$ cat config.mk
export PLATFORM = sky130hd
export DESIGN_NAME = multdiv
export DESIGN_NICKNAME = d
export VERILOG_FILES = /design/src/rtl/multdiv_pkg.sv /design/src/rtl/multdiv_div_iter.sv /design/src/rtl/multdiv.sv
export SDC_FILE = /design/constraint.sdc
export NUM_CORES = 1
export LEC_CHECK = 0
export CORE_AREA = 2 2 239 241
export DETAILED_ROUTE_END_ITERATION = 12
export DIE_AREA = 0 0 241 243
export GPL_TIMING_DRIVEN = 0
export MAX_ROUTING_LAYER = met4
export PLACE_DENSITY_LB_ADDON = 0.12
export SLEW_MARGIN = 30
export SYNTH_ARGS = -nofsm -noshare
export SYNTH_HDL_FRONTEND = slang
export SYNTH_HIERARCHICAL = 1
export SYNTH_SLANG_ARGS = --single-unit
$ cat constraint.sdc
create_clock -name clock -period 5.3 [get_ports clock]
set_input_delay 1.325 -clock clock [delete_from_list [all_inputs] [get_ports clock]]
set_output_delay 1.325 -clock clock [all_outputs]
set_load 0.05 [all_outputs]
$ cat src/rtl/multdiv_pkg.sv
// multdiv_pkg: types and constants shared by the iterative multiply/divide
// unit and the writeback exception stage.
//   state_t     - sequencer states of multdiv
//   ITER_COUNT  - iterations per operation (one per operand bit)
//   RSTATUS_*   - exception codes written to the rstatus register
//   REG_RSTATUS - architectural register that receives rstatus codes
package multdiv_pkg;

  typedef enum logic [1:0] {
    IDLE = 2'd0,
    MULT = 2'd1,
    DIV  = 2'd2,
    DONE = 2'd3
  } state_t;

  localparam int ITER_COUNT = 32;

  localparam logic [31:0] RSTATUS_ADD  = 32'd1;
  localparam logic [31:0] RSTATUS_ADDI = 32'd2;
  localparam logic [31:0] RSTATUS_SUB  = 32'd3;
  localparam logic [31:0] RSTATUS_MUL  = 32'd4;
  localparam logic [31:0] RSTATUS_DIV  = 32'd5;

  localparam logic [4:0] REG_RSTATUS = 5'd30;

endpackage

$ cat src/rtl/multdiv_div_iter.sv
// div_iter: one restoring-division step on unsigned magnitudes. Shifts the
// next dividend bit into the partial remainder and subtracts the divisor
// when it fits, shifting the resulting quotient bit in at the bottom.
//   rem_in/rem_out - partial remainder before/after the step
//   quo_in/quo_out - dividend bits still to consume, quotient bits collected
//   divisor        - unsigned divisor magnitude
module div_iter #(
  parameter int WIDTH = 32
) (
  input  logic [WIDTH-1:0] rem_in,
  input  logic [WIDTH-1:0] quo_in,
  input  logic [WIDTH-1:0] divisor,
  output logic [WIDTH-1:0] rem_out,
  output logic [WIDTH-1:0] quo_out
);

  logic [WIDTH:0] shifted;
  logic           fits;

  // One extra bit so the compare is exact even when the divisor is >= 2^(W-1).
  assign shifted = {rem_in, quo_in[WIDTH-1]};
  assign fits    = (shifted >= {1'b0, divisor});

  always_comb begin
    rem_out = shifted[WIDTH-1:0];
    quo_out = {quo_in[WIDTH-2:0], fits};
    if (fits) begin
      rem_out = WIDTH'(shifted - {1'b0, divisor});
    end
  end

endmodule

$ cat src/rtl/multdiv.sv
// multdiv: iterative signed multiply / divide unit for the execute stage.
// Multiply uses radix-2 Booth (one step per cycle), divide uses restoring
// division on magnitudes with a final sign fix. Fixed latency of WIDTH
// cycles from the start edge, then a one-cycle DONE with a ready strobe.
//   clock, reset_n          - clock (rising edge), async active-low reset
//   data_operandA/B         - multiplicand/dividend, multiplier/divisor
//   ctrl_MULT, ctrl_DIV     - start pulses, sampled in IDLE or DONE only
//   data_result             - product low word or quotient (registered)
//   data_exception          - mult overflow / div-by-zero / div overflow
//   data_is_div             - completed op was a divide
//   data_resultRDY          - one-cycle completion strobe
//   busy                    - high from start edge through the ready cycle
module multdiv
  import multdiv_pkg::*;
#(
  parameter int WIDTH = 32
) (
  input  logic                    clock,
  input  logic                    reset_n,
  input  logic signed [WIDTH-1:0] data_operandA,
  input  logic signed [WIDTH-1:0] data_operandB,
  input  logic                    ctrl_MULT,
  input  logic                    ctrl_DIV,
  output logic        [WIDTH-1:0] data_result,
  output logic                    data_exception,
  output logic                    data_is_div,
  output logic                    data_resultRDY,
  output logic                    busy
);

  localparam int                CNT_W = $clog2(WIDTH);
  localparam logic [CNT_W-1:0]  LAST  = CNT_W'(WIDTH - 1);

  state_t           state;
  logic [CNT_W-1:0] cnt;
  logic             accept;

  // Booth accumulator: {hi (W+1 bits), lo = multiplier (W bits), q_-1}.
  // hi carries a guard bit so adding/subtracting the most negative
  // multiplicand cannot overflow before the arithmetic shift.
  logic signed [WIDTH-1:0]   mcand;
  logic signed [WIDTH:0]     mcand_x;
  logic signed [WIDTH:0]     booth_hi;
  logic signed [2*WIDTH+1:0] prod;
  logic signed [2*WIDTH+1:0] prod_nxt;

  logic [WIDTH-1:0] rem, quo, dvsr;
  logic [WIDTH-1:0] rem_nxt, quo_nxt;
  logic             neg_q, div_zero, div_ovf;

  function automatic logic [WIDTH-1:0] mag(input logic signed [WIDTH-1:0] v);
    // The most negative value maps onto itself, which is its correct
    // unsigned magnitude.
    return v[WIDTH-1] ? WIDTH'(-v) : v;
  endfunction

  function automatic logic mul_ovf(input logic signed [2*WIDTH-1:0] p);
    return p[2*WIDTH-1:WIDTH] != {WIDTH{p[WIDTH-1]}};
  endfunction

  function automatic logic [WIDTH-1:0] div_fix(input logic [WIDTH-1:0] q,
                                               input logic neg,
                                               input logic dz);
    if (dz) return '0;
    return neg ? WIDTH'(-q) : q;
  endfunction

  assign accept  = ((state == IDLE) || (state == DONE)) && (ctrl_MULT || ctrl_DIV);
  assign mcand_x = {mcand[WIDTH-1], mcand};

  always_comb begin
    booth_hi = prod[2*WIDTH+1:WIDTH+1];
    case (prod[1:0])
      2'b01:   booth_hi = booth_hi + mcand_x;
      2'b10:   booth_hi = booth_hi - mcand_x;
      default: booth_hi = prod[2*WIDTH+1:WIDTH+1];
    endcase
    prod_nxt = $signed({booth_hi, prod[WIDTH:0]}) >>> 1;
  end

  div_iter #(.WIDTH(WIDTH)) u_div_iter (
    .rem_in  (rem),
    .quo_in  (quo),
    .divisor (dvsr),
    .rem_out (rem_nxt),
    .quo_out (quo_nxt)
  );

  // Iteration datapath: loaded on accept, stepped once per busy cycle.
  always_ff @(posedge clock) begin
    if (accept) begin
      mcand    <= data_operandA;
      prod     <= {{(WIDTH+1){1'b0}}, data_operandB, 1'b0};
      rem      <= '0;
      quo      <= mag(data_operandA);
      dvsr     <= mag(data_operandB);
      neg_q    <= data_operandA[WIDTH-1] ^ data_operandB[WIDTH-1];
      div_zero <= (data_operandB == '0);
      div_ovf  <= (data_operandA == {1'b1, {(WIDTH-1){1'b0}}}) &&
                  (data_operandB == {WIDTH{1'b1}});
    end else if (state == MULT) begin
      prod <= prod_nxt;
    end else if (state == DIV) begin
      rem <= rem_nxt;
      quo <= quo_nxt;
    end
  end

  // Sequencer and registered outputs. DONE accepts a new start so that
  // back-to-back operations issue every WIDTH+1 cycles.
  always_ff @(posedge clock or negedge reset_n) begin
    if (!reset_n) begin
      state          <= IDLE;
      cnt            <= '0;
      busy           <= 1'b0;
      data_resultRDY <= 1'b0;
      data_result    <= '0;
      data_exception <= 1'b0;
      data_is_div    <= 1'b0;
    end else begin
      data_resultRDY <= 1'b0;
      case (state)
        IDLE, DONE: begin
          cnt <= '0;
          if (ctrl_MULT) begin
            state <= MULT;
            busy  <= 1'b1;
          end else if (ctrl_DIV) begin
            state <= DIV;
            busy  <= 1'b1;
          end else begin
            state <= IDLE;
            busy  <= 1'b0;
          end
        end
        MULT: begin
          cnt <= cnt + 1'b1;
          if (cnt == LAST) begin
            state          <= DONE;
            data_resultRDY <= 1'b1;
            data_result    <= prod_nxt[WIDTH:1];
            data_exception <= mul_ovf(prod_nxt[2*WIDTH:1]);
            data_is_div    <= 1'b0;
          end
        end
        DIV: begin
          cnt <= cnt + 1'b1;
          if (cnt == LAST) begin
            state          <= DONE;
            data_resultRDY <= 1'b1;
            data_result    <= div_fix(quo_nxt, neg_q, div_zero);
            data_exception <= div_zero | div_ovf;
            data_is_div    <= 1'b1;
          end
        end
        default: state <= IDLE;
      endcase
    end
  end

endmodule

==> out/metrics.cfg <==
[cts]
clkLatencyLatePin_ns=0.60
cts_buffers=31
htree_levels=1
cts.sinks=239
cts-root-buf=clkbuf_16
cts_tree=yes
clk_pin_slew_ns=0.06
clock_path_buffers=3

[timing]
tns_ns=0
skew_ns=0.03539
finalHoldViolations=0
timing.final.setup_violations=0
drv_slew=0
fin_crit_sh=0.9920
fin_crit_ns=5.257
grt_setup_unrepaired=true
worstMarginPinSlew_ns=0.8986
whs_ns=0.4502
fmax_mhz=190.2
max_slew_margin=0.3838

[power]
switching_share=0.4857
cellLeakagePower_nw=7.978
power_density_nw_per_um2=766.3
comb_power_share=0.620
p_int_mw=8.085
power.switching_mw=7.635
vdd_ir_drop_max_v=0.0004441
seq_power_share=0.227
clockPowerShare=0.153

[placement]
port_buffers=100
gp_congestion=0.8844
dp_hpwl_um=43830
dpl_cell_area_sq_um=18640
placed_cells=2738

[detailed_routing]
top_layer_used=met4
drt_iter0_drc=1058
drt_first_pass_iters=5
routed-wl-met2_um=25150
drc=0
m1WireLength_um=26710
drt-total-wl_um=56040
viasPerCell=5.092
met3_length_um=2529
vias=14400
ant_nets=0
wl_per_cell_um=19.81

[layout]
layout_common_cells=192 x nand2_1, 191 x nor2_1, 140 x a21oi_1
nets=2191
finalInstanceArea_sq_um=20510
num-fill-cells=5848
areaGrowthSynthToFinish_pct=23.55
final_common_cell=nand2_1
instances_no_fill=2829
final_util=0.3666
drive_above_1_share=0.1327

[critical_path]
start_kind=flip-flop
cp.required_ns=5.74
endpoint_kind=flip-flop
worstSetupPathType=flip-flop to flip-flop
cp.arrival_ns=5.69
rrSetupSlack_ns=0.04
cp_max_fo=7

[global_routing]
antenna_found_initial=2
grt_start_max_net_pins=44
grt_pass1_vias=14150
grt.overflow.total=0
grt_usage=0.1950
grt_pass1_wl_um=85570

[logic_synthesis]
synth_edf_count=131
synth_warnings=6
syn_area_per_cell_sq_um=8.836
synth_cell_type_count=93
ys_ff_latch=239
synth_area_sq_um=16600
synth_async_sr_flop_share=0.1799
seq_area_frac_synth=0.3801
syn_inst=1879
ys.flop_type=edfxtp_1
syn-num-nets=2023

[hold_path]
hp-class=flip-flop to flip-flop

[floorplan]
die_h_um=243
dieArea_sq_um=58560
rows=87
io-pin-count=104
dieWidth_um=241
core_sq_um=55950
initial_core_util=0.2967

[run]
cap_violations=0

[status]
run_status=finished, final reports clean

per-stage QoR:
step	power, mW	setup WS (ns)
CTS	15.61	-0.1641
detailed placement	12.69	-0.9786
finish	15.72	0.04263
global placement	12.59	-2.093
floorplan	9.780	0.4274
global route	16.92	-0.1737
sequential cells by signal, indices dropped and copies added (netlist names), 2 cells and up:
signal       cells
prod            65
data_result     32
dvsr            32
mcand           32
quo             32
rem             32
cnt              5
state            2
cell usage after synthesis, drive strengths merged, types with 5 or more instances:
cell | instances | area share
nor2 | 195 | 0.044
nand2 | 194 | 0.044
a21oi | 151 | 0.046
edfxtp | 131 | 0.24
xnor2 | 120 | 0.063
o21ai | 102 | 0.031
clkbuf | 77 | 0.017
ha | 74 | 0.056
inv | 68 | 0.015
dfxtp | 65 | 0.078
buf | 57 | 0.022
nand3 | 57 | 0.017
mux2i | 56 | 0.034
xor2 | 52 | 0.027
nor2b | 45 | 0.017
dfrtp | 43 | 0.065
mux2 | 35 | 0.026
nor3 | 34 | 0.011
nand4 | 33 | 0.012
a211oi | 30 | 0.014
o31ai | 29 | 0.013
or3 | 25 | 0.010
nor4 | 23 | 0.0090
a21o | 16 | 0.0072
nand2b | 16 | 0.0065
a31oi | 15 | 0.0066
o41ai | 14 | 0.0078
or4 | 12 | 0.0059
and3 | 11 | 0.0041
o211ai | 10 | 0.0048
o21a | 10 | 0.0050
o21bai | 6 | 0.0027
a21boi | 5 | 0.0023
nor3b | 5 | 0.0026
or2 | 5 | 0.0020
repair_timing:
action                     in CTS  in global routing
gates cloned                    0                  0
hold buffers                    0                  0
pin swaps                      33                 31
hold endpoints to repair        0                  0
resized for setup              60                 43
buffers inserted               23                 11
setup endpoints to repair      11                 10
cell families (layout without fill, tap and decap cells):
kind of cell / after synthesis / in the layout / share of synthesized area
buffers and inverters: 203 / 396 / 0.05524
adder cells (fa/ha/maj): 76 / 76 / 0.05818
XOR/XNOR: 172 / 172 / 0.09073
multiplexers: 91 / 91 / 0.05953
flip-flops: 239 / 239 / 0.3801
AND/OR/NAND/NOR: 676 / 676 / 0.1968
AO/OA/AOI/OAI: 422 / 422 / 0.1595
other: 0 / 1 / 0
worst paths after layout:
check / from / to / cells past startpoint
min in group asynchronous: reset_n / state[1] / 1
max: mcand[4] / data_exception / 21
min reg2reg: cnt[0] / cnt[0] / 1
max reg2reg: mcand[4] / data_exception / 21
max in group asynchronous: reset_n / data_is_div / 1
min: cnt[0] / cnt[0] / 1
worst max-delay path, stage by stage, from the launching register on:
cell	delay, ns
edfxtp_1	0.40
or3_4	0.41
or3_4	0.36
nor3_4	0.13
nand2b_1	0.14
nor4_4	0.17
nor2b_4	0.30
a21oi_2	0.10
xnor2_2	0.17
ha_1	0.30
buf_6	0.12
nand4_1	0.20
or4_4	0.48
or3_4	0.39
o22ai_4	0.16
or2_4	0.18
xor2_2	0.06
mux2i_2	0.25
nand4_1	0.13
or3_4	0.35
mux2i_4	0.17
a31oi_2	0.11
area by class of cell:
class / instances / area, sq um / area share
multi-input combinational: 1437 / 9812 / 0.4783
tap: 756 / 945.9 / 0.04611
buffer: 132 / 681.9 / 0.03324
antenna: 1 / 2.502 / 0.0001220
timing repair buffer: 137 / 1329 / 0.06478
sequential: 239 / 6311 / 0.3077
inverter: 69 / 259.0 / 0.01263
clock inverter: 22 / 327.8 / 0.01598
clock buffer: 36 / 844.6 / 0.04117
layer usage:
metal,track usage,vias to the layer above
li1,-,7058
met1,0.2729,6921
met2,0.2983,343
met3,0.02058,82
met4,0.05229,0
met5,-,-
power by group through the flow:
stage / combinational [mW] / sequential [mW] / clock (mW)
final: 9.74 / 3.57 / 2.41
after detailed placement: 9.11 / 3.58 / 0
after global placement: 8.93 / 3.66 / 0
after global routing: 10.7 / 3.66 / 2.55
after floorplan: 5.90 / 3.88 / 0
after CTS: 9.57 / 3.56 / 2.48
Power figures use the tool's default switching activity.
